===== src/rtl/insn_decode_ctrl_pkg.sv =====
// Shared RV32I decode definitions: opcodes, one-hot class indices, control encodings
// and the packed control bundle registered by the decode stage.
package insn_decode_ctrl_pkg;

    localparam logic [6:0] OP_R      = 7'b0110011;
    localparam logic [6:0] OP_LOAD   = 7'b0000011;
    localparam logic [6:0] OP_IMM    = 7'b0010011;
    localparam logic [6:0] OP_SYSTEM = 7'b1110011;
    localparam logic [6:0] OP_JALR   = 7'b1100111;
    localparam logic [6:0] OP_STORE  = 7'b0100011;
    localparam logic [6:0] OP_BRANCH = 7'b1100011;
    localparam logic [6:0] OP_AUIPC  = 7'b0010111;
    localparam logic [6:0] OP_LUI    = 7'b0110111;
    localparam logic [6:0] OP_JAL    = 7'b1101111;

    localparam int CLS_R      = 0;
    localparam int CLS_LOAD   = 1;
    localparam int CLS_IMM    = 2;
    localparam int CLS_SYSTEM = 3;
    localparam int CLS_JALR   = 4;
    localparam int CLS_STORE  = 5;
    localparam int CLS_BRANCH = 6;
    localparam int CLS_AUIPC  = 7;
    localparam int CLS_LUI    = 8;
    localparam int CLS_JAL    = 9;
    localparam int NUM_CLS    = 10;

    typedef logic [NUM_CLS-1:0] cls_vec_t;

    typedef enum logic [3:0] {
        ALU_ADD    = 4'b0000,
        ALU_SLL    = 4'b0001,
        ALU_SLT    = 4'b0010,
        ALU_SLTU   = 4'b0011,
        ALU_XOR    = 4'b0100,
        ALU_SRL    = 4'b0101,
        ALU_OR     = 4'b0110,
        ALU_AND    = 4'b0111,
        ALU_SUB    = 4'b1000,
        ALU_SRA    = 4'b1101,
        ALU_PASS_B = 4'b1111
    } alu_sel_e;

    typedef enum logic [1:0] {
        WB_MEM = 2'b00,
        WB_ALU = 2'b01,
        WB_PC4 = 2'b10
    } wb_sel_e;

    typedef enum logic [1:0] {
        SIZE_BYTE = 2'b00,
        SIZE_HALF = 2'b01,
        SIZE_WORD = 2'b10
    } access_size_e;

    typedef struct packed {
        logic [31:0] imm;
        logic [3:0]  alu_sel;
        logic [1:0]  wb_sel;
        logic        a_sel;
        logic        b_sel;
        logic        reg_we;
        logic        br_un;
        logic        mem_rw;
        logic        pc_sel;
        logic [1:0]  access_size;
        logic        load_un;
    } ctrl_t;

    function automatic cls_vec_t decode_class(input logic [6:0] op);
        cls_vec_t c;
        c = '0;
        case (op)
            OP_R:      c[CLS_R]      = 1'b1;
            OP_LOAD:   c[CLS_LOAD]   = 1'b1;
            OP_IMM:    c[CLS_IMM]    = 1'b1;
            OP_SYSTEM: c[CLS_SYSTEM] = 1'b1;
            OP_JALR:   c[CLS_JALR]   = 1'b1;
            OP_STORE:  c[CLS_STORE]  = 1'b1;
            OP_BRANCH: c[CLS_BRANCH] = 1'b1;
            OP_AUIPC:  c[CLS_AUIPC]  = 1'b1;
            OP_LUI:    c[CLS_LUI]    = 1'b1;
            OP_JAL:    c[CLS_JAL]    = 1'b1;
            default:   c = '0;
        endcase
        return c;
    endfunction

endpackage


===== src/rtl/insn_decode_ctrl_imm_gen.sv =====
// Combinational RV32I immediate generator driven by the one-hot class vector;
// an empty class vector (R, invalid or idle) yields zero.
module insn_imm_gen
    import insn_decode_ctrl_pkg::*;
(
    input  logic [31:0] insn,
    input  cls_vec_t    cls,
    output logic [31:0] imm
);

    always_comb begin
        imm = '0;
        if (cls[CLS_LOAD] | cls[CLS_IMM] | cls[CLS_JALR] | cls[CLS_SYSTEM]) begin
            imm = {{20{insn[31]}}, insn[31:20]};
        end else if (cls[CLS_STORE]) begin
            imm = {{20{insn[31]}}, insn[31:25], insn[11:7]};
        end else if (cls[CLS_BRANCH]) begin
            imm = {{19{insn[31]}}, insn[31], insn[7], insn[30:25], insn[11:8], 1'b0};
        end else if (cls[CLS_AUIPC] | cls[CLS_LUI]) begin
            imm = {insn[31:12], 12'b0};
        end else if (cls[CLS_JAL]) begin
            imm = {{11{insn[31]}}, insn[31], insn[19:12], insn[20], insn[30:21], 1'b0};
        end
    end

endmodule


===== src/rtl/insn_decode_ctrl.sv =====
// RV32I decode stage: classifies the instruction, builds datapath controls and the
// immediate, and registers everything as the decode pipeline boundary.
module insn_decode_ctrl
    import insn_decode_ctrl_pkg::*;
(
    input  logic        clk,
    input  logic        reset,
    input  logic        in_valid,
    input  logic [31:0] insn,
    input  logic        br_eq,
    input  logic        br_lt,
    output logic        out_valid,
    output logic [6:0]  opcode,
    output logic [4:0]  rd,
    output logic [2:0]  funct3,
    output logic [4:0]  rs1,
    output logic [4:0]  rs2,
    output logic [6:0]  funct7,
    output logic [4:0]  shamt,
    output logic [31:0] imm,
    output logic [3:0]  alu_sel,
    output logic [1:0]  wb_sel,
    output logic        A_sel,
    output logic        B_sel,
    output logic        reg_write_enable,
    output logic        br_un,
    output logic        mem_rw,
    output logic        pc_sel,
    output logic [1:0]  access_size,
    output logic        load_un
);

    cls_vec_t    cls;
    logic [31:0] imm_gen;
    logic [2:0]  f3;
    logic        taken;
    logic        valid_d, valid_q;
    logic [31:0] insn_d, insn_q;
    ctrl_t       ctrl_d, ctrl_q;

    // Gating the class vector makes idle cycles decode exactly like an invalid opcode.
    assign cls = in_valid ? decode_class(insn[6:0]) : '0;
    assign f3  = insn[14:12];

    insn_imm_gen u_imm_gen (
        .insn (insn),
        .cls  (cls),
        .imm  (imm_gen)
    );

    always_comb begin
        case (f3)
            3'b000:          taken = br_eq;
            3'b001:          taken = ~br_eq;
            3'b100, 3'b110:  taken = br_lt;
            3'b101, 3'b111:  taken = ~br_lt;
            default:         taken = 1'b0;
        endcase
    end

    always_comb begin
        valid_d = in_valid;
        insn_d  = insn;
        ctrl_d  = '0;

        ctrl_d.imm = imm_gen;

        ctrl_d.alu_sel = ALU_ADD;
        if (cls[CLS_R]) begin
            ctrl_d.alu_sel = {insn[30], f3};
        end else if (cls[CLS_IMM]) begin
            // Only the shift-right pair uses funct7[5]; elsewhere insn[30] is immediate data.
            ctrl_d.alu_sel = {(f3 == 3'b101) & insn[30], f3};
        end else if (cls[CLS_LUI]) begin
            ctrl_d.alu_sel = ALU_PASS_B;
        end

        ctrl_d.a_sel = cls[CLS_BRANCH] | cls[CLS_AUIPC] | cls[CLS_JAL];
        ctrl_d.b_sel = (|cls) & ~cls[CLS_R] & ~cls[CLS_SYSTEM];

        if (cls[CLS_LOAD]) begin
            ctrl_d.wb_sel = WB_MEM;
        end else if (cls[CLS_JALR] | cls[CLS_JAL]) begin
            ctrl_d.wb_sel = WB_PC4;
        end else if ((|cls) & ~cls[CLS_SYSTEM]) begin
            ctrl_d.wb_sel = WB_ALU;
        end else begin
            ctrl_d.wb_sel = WB_MEM;
        end

        ctrl_d.reg_we = cls[CLS_R] | cls[CLS_LOAD] | cls[CLS_IMM] | cls[CLS_JALR]
                      | cls[CLS_AUIPC] | cls[CLS_LUI] | cls[CLS_JAL];
        ctrl_d.mem_rw = cls[CLS_STORE];
        ctrl_d.access_size = (cls[CLS_LOAD] | cls[CLS_STORE]) ? f3[1:0] : SIZE_BYTE;
        ctrl_d.load_un = cls[CLS_LOAD] & f3[2];
        ctrl_d.br_un   = cls[CLS_BRANCH] & f3[1];
        ctrl_d.pc_sel  = cls[CLS_JAL] | cls[CLS_JALR] | (cls[CLS_BRANCH] & taken);
    end

    always_ff @(posedge clk or posedge reset) begin
        if (reset) begin
            valid_q <= 1'b0;
            insn_q  <= '0;
            ctrl_q  <= '0;
        end else begin
            valid_q <= valid_d;
            insn_q  <= insn_d;
            ctrl_q  <= ctrl_d;
        end
    end

    assign out_valid        = valid_q;
    assign opcode           = insn_q[6:0];
    assign rd               = insn_q[11:7];
    assign funct3           = insn_q[14:12];
    assign rs1              = insn_q[19:15];
    assign rs2              = insn_q[24:20];
    assign funct7           = insn_q[31:25];
    assign shamt            = insn_q[24:20];
    assign imm              = ctrl_q.imm;
    assign alu_sel          = ctrl_q.alu_sel;
    assign wb_sel           = ctrl_q.wb_sel;
    assign A_sel            = ctrl_q.a_sel;
    assign B_sel            = ctrl_q.b_sel;
    assign reg_write_enable = ctrl_q.reg_we;
    assign br_un            = ctrl_q.br_un;
    assign mem_rw           = ctrl_q.mem_rw;
    assign pc_sel           = ctrl_q.pc_sel;
    assign access_size      = ctrl_q.access_size;
    assign load_un          = ctrl_q.load_un;

endmodule


===== config.mk =====
export PLATFORM = sky130hd
export DESIGN_NAME = insn_decode_ctrl
export DESIGN_NICKNAME = d
export VERILOG_FILES = /design/src/rtl/insn_decode_ctrl_pkg.sv /design/src/rtl/insn_decode_ctrl_imm_gen.sv /design/src/rtl/insn_decode_ctrl.sv
export SDC_FILE = /design/constraint.sdc
export NUM_CORES = 1
export LEC_CHECK = 0
export CAP_MARGIN = 20
export CORE_MARGIN = 1.5
export CORE_UTILIZATION = 42
export CTS_CLUSTER_SIZE = 25
export DETAILED_ROUTE_END_ITERATION = 16
export PLACE_DENSITY = 0.88
export SLEW_MARGIN = 20
export SYNTH_ARGS = -nofsm -noshare
export SYNTH_HDL_FRONTEND = slang
export SYNTH_SLANG_ARGS = --single-unit
export TNS_END_PERCENT = 10

===== constraint.sdc =====
create_clock -name clk -period 3.1 [get_ports clk]
set_clock_uncertainty 0.05 [all_clocks]
set_input_delay 0.62 -clock clk [delete_from_list [all_inputs] [get_ports clk]]
set_output_delay 0.62 -clock clk [all_outputs]
set_load 0.02 [all_outputs]

## Word-level counts from Yosys, hierarchy flattened

Cells that the tools add are included.

| word-level totals | value |
|---|---|
| flip-flop bits (word level) | 80 |
| input bits | 37 |
| output and inout bits | 85 |
| logic and storage cells | 82 |

| cells by class | value |
|---|---|
| equal/unequal tests | 15 |
| muxes and demuxes | 24 |
| bitwise operators | 26 |
| reduce and logical (&&, ||, !) cells | 4 |

Operator list:

| cell | number |
|---|---|
| $mux 32 | 5 |
| $eq 7x7->1 const B | 4 |
| $eq 7x6->1 const B | 3 |
| $or 1x1->1 | 15 |
| $eq 7x5->1 const B | 2 |
| $eq 3x3->1 const B | 4 |
| $mux 4 | 3 |
| $mux 1 | 11 |
| $mux 10 | 1 |
| $reduce_or 10->1 | 1 |
| $and 1x1->1 | 7 |
| $eq 7x2->1 const B | 1 |
| $mux 2 | 3 |
| $not 1->1 | 4 |
| $pmux 1 s4 | 1 |
| $reduce_or 2->1 | 2 |
| $eq 3x1->1 const B | 1 |
| $logic_not 3->1 | 1 |

## Longest topological paths before layout

| logic depth | value |
|---|---|
| depth after elaboration | 9 |
| depth in mapped cells | 6 |
| gate-level depth less buffers | 4 |

## Modules after synthesis

Synthesis repeated with hierarchy kept, for this count alone.

| unflattened totals | value |
|---|---|
| cells, all modules | 191 |
| area, all modules | 2786.4 sq um |

By module, submodules not included:

| module | instances | cells an instance | area each (sq um) |
|---|---|---|---|
| insn_decode_ctrl | 1 | 137 | 2394.8 |
| insn_imm_gen | 1 | 54 | 391.6 |

## Worst setup path after synthesis

OpenSTA, ideal clock, no wires.

| timing path | value |
|---|---|
| path kind | input port to flip-flop |
| start point | input insn[3] |
| end point | register ctrl_q (netlist bit A_sel) |
| setup time | 0.081 ns |
| data arrival time | 1.584 ns |
| required time | 2.969 ns |
| path slack | 1.385 ns |
| stages on the path | 4 |
| buffers on the path | 1 |
| cells stage by stage | buf_2 -> or3b_4 -> or3_1 -> a21oi_1 |

RTL lines:

| what | RTL line | text |
|---|---|---|
| start: declaration | insn_decode_ctrl.sv:9 | `input logic [31:0] insn,` |
| end signal: assignment | insn_decode_ctrl.sv:108 | `ctrl_q <= ctrl_d;` |
| end: declaration | insn_decode_ctrl.sv:39 | `ctrl_t ctrl_d, ctrl_q;` |

==> flow_metrics.tcl <==
set metrics [dict create \
    synth_most_common_cell "dfrtp_1" \
    setup_viol 0 \
    cts.sinks 80 \
    overflow 0 \
    synth_edf_count 0 \
    routabilityCongestion 0.856 \
    fmax_ghz 0.442 \
    h-tree-depth 3 \
    ir_worst_vdd_uv 305 \
    startpoint "insn[6]" \
    drt-pass1-iter-count 10 \
    crit_arrival_ns 2.50 \
    floorplan.initialDensity_pct 44.0 \
    hp-class "in2async" \
    synth_top_area_share_pct 70.8 \
    grt_max_degree 42 \
    drt_iter0_drc 193 \
    synth_seq_area_share_pct 70.8 \
    synth_fp_nets 253 \
    start_kind "input pin" \
    cts_tree "done" \
    finalCriticalPeriod_ns 2.26 \
    fin_tns_setup_ns 0 \
    ctsResizeCount 0 \
    core.rowCount 29 \
    status "complete, but fails checks" \
    synth_area_leader_cell "dfrtp_1" \
    fill_cells 472 \
    endpoint_kind "register" \
    drt-total-wl_um 7350 \
    dp_hpwl_um 5370 \
    cts_setup_buffers 0 \
    nets 382 \
    core_area_um2 6420 \
    ys_types 42 \
    die_width_um 85.0 \
    drive_gt1_share_pct 10.3 \
    p_leak_uw 0.00199 \
    min_period_over_period_pct 73.0 \
    ioPinCount 122 \
    diodes 0 \
    cts-root-buf "clkbuf_8" \
    viasPerCell 5.05 \
    avgSynthCellArea_um2 13.1 \
    violations "DRC" \
    synth-seq-cells 80 \
    drc 6 \
    crit_type "in2reg" \
    synth_ff_type "dfrtp_1" \
    slowest_stage "a21oi_1" \
    cp_max_fo 11 \
    ys_warn_count 0 \
    syn_to_final_growth_pct 54.4 \
    cts_made_buffers 9 \
    ant_nets 0 \
    clockBufferDepth 2 \
    async_reset_ff_share_pct 100 \
    netlist_area_um2 2830 \
    slew-limit-headroom_pct 37.1 \
    syn_inst 216 \
    clkTransAtPathRegs_ns 0.09 \
    power_density_nw_per_um2 503 \
    maxCapViolCount 0 \
    worstPathCellList "clkdlybuf4s50_1 > and2_2 > o21ai_0 > a21oi_1 > a21o_1" \
    cts_hold_buf 0 \
    rsz0062_at_grt "false" \
    synth.area.top_cells "dfrtp_1, a21oi_1, a21o_1" \
    critPathRequiredTime_ns 3.34 \
    slowest_delay_ns 0.75 \
    io_buffers 121 \
    grt_pass1_vias 2141 \
    fp.dieH_um 85.0 \
    hold_viol 0 \
    grt_pass1_wl_um 11200 \
    hold_slack_ns 0.616 \
    final_max_slew_viol_count 0 \
    die-area_um2 7230 \
    routedWlPerCell_um 17.2 \
    worst_pin_slew_ns 0.944 \
    antenna_found_initial 0 \
    grt_use_total_pct 20.6 \
    vias 2158 \
    synth_common_cells "dfrtp_1, a21oi_1, nand2_1, a21o_1, nor2_1" \
]
[logic make-up (layout without fill, tap and decap cells)]
family | count (synthesis) | count (layout) | synth area share, %
flip-flops | 80 | 80 | 70.8
AO/OA/AOI/OAI | 47 | 47 | 11.0
multiplexers | 4 | 4 | 1.42
buffers and inverters | 18 | 152 | 3.59
AND/OR/NAND/NOR | 64 | 64 | 12.2
XOR/XNOR | 3 | 3 | 0.930
[state kept, by name, indices dropped and copies added (netlist names)]
name and cells:
pc_sel 1, A_sel 1, mem_rw 1, insn_q 32
reg_write_enable 1, B_sel 1, access_size 2, load_un 1
br_un 1, imm 32, wb_sel 2, out_valid 1
alu_sel 4
[worst max-delay path, delay by kind of cell]
family                 cells  cell delay, ns
AOI/OAI and AO/OA          3            1.03
buffers and inverters      1            0.62
and+or+nand+nor            1            0.22
[report_power, final]
| group | switching (uW) | internal [uW] |
|---|---|---|
| registers | 9.08 | 1070 |
| clock network | 393 | 462 |
| logic | 138 | 123 |
| total | 541 | 1650 |
[placed cells by master (no fill, tap or decap), types with 3 or more instances in the layout]
| master | count |
|---|---|
| dfrtp_1 | 80 |
| clkdlybuf4s50_1 | 121 |
| nor2b_1 | 5 |
| nand2_1 | 17 |
| and3_1 | 4 |
| nor2_1 | 9 |
| o21ai_0 | 3 |
| inv_6 | 3 |
| nor3_1 | 4 |
| mux2i_1 | 4 |
| clkbuf_8 | 9 |
| buf_4 | 9 |
| and2_1 | 6 |
| inv_1 | 4 |
| a21oi_1 | 19 |
| a21o_1 | 11 |
[metal layers]
| layer | track usage, % | vias to the layer above | part of all wire [%] |
|---|---|---|---|
| met4 | 10.9 | 0 | 2.9 |
| met5 | 0 | - | 0 |
| met2 | 33.3 | 91 | 51 |
| met1 | 26.2 | 1060 | 40 |
| met3 | 4.18 | 18 | 6.0 |
| li1 | - | 989 | - |
[through the flow]
stage	cells	worst slack (ns)	power [uW]	util, %	area, um2
2_1_floorplan	216	0.378	1210	-	2830
3_3_place_gp	411	0.644	1360	64.5	4140
3_5_place_dp	411	0.501	1360	64.5	4140
4_1_cts	427	0.877	2210	68.0	4370
5_1_grt	427	0.723	2280	68.0	4370
6_report	427	0.837	2200	68.0	4370
[area by class of cell]
cell class | instances | area (um2) | area share (%)
flip-flops and latches | 80 | 2000 | 45.9
clock buffers | 9 | 124 | 2.84
multi-input cells | 118 | 723 | 16.6
clock inverters | 7 | 101 | 2.32
repair buffers | 131 | 1300 | 29.8
inverters | 5 | 20.0 | 0.459
well taps | 77 | 96.3 | 2.21
[worst max path at each step]
stage / to / slack, ns / depth (start not counted)
floorplan: A_sel$_DFF_PP0_ / 0.38 / 1
finish: imm[24]$_DFF_PP0_ / 0.84 / 5
global route: imm[26]$_DFF_PP0_ / 0.72 / 5
global placement: imm[20]$_DFF_PP0_ / 0.64 / 5
CTS: imm[24]$_DFF_PP0_ / 0.88 / 5
detailed placement: imm[24]$_DFF_PP0_ / 0.50 / 5
Power figures use the tool's default switching activity.
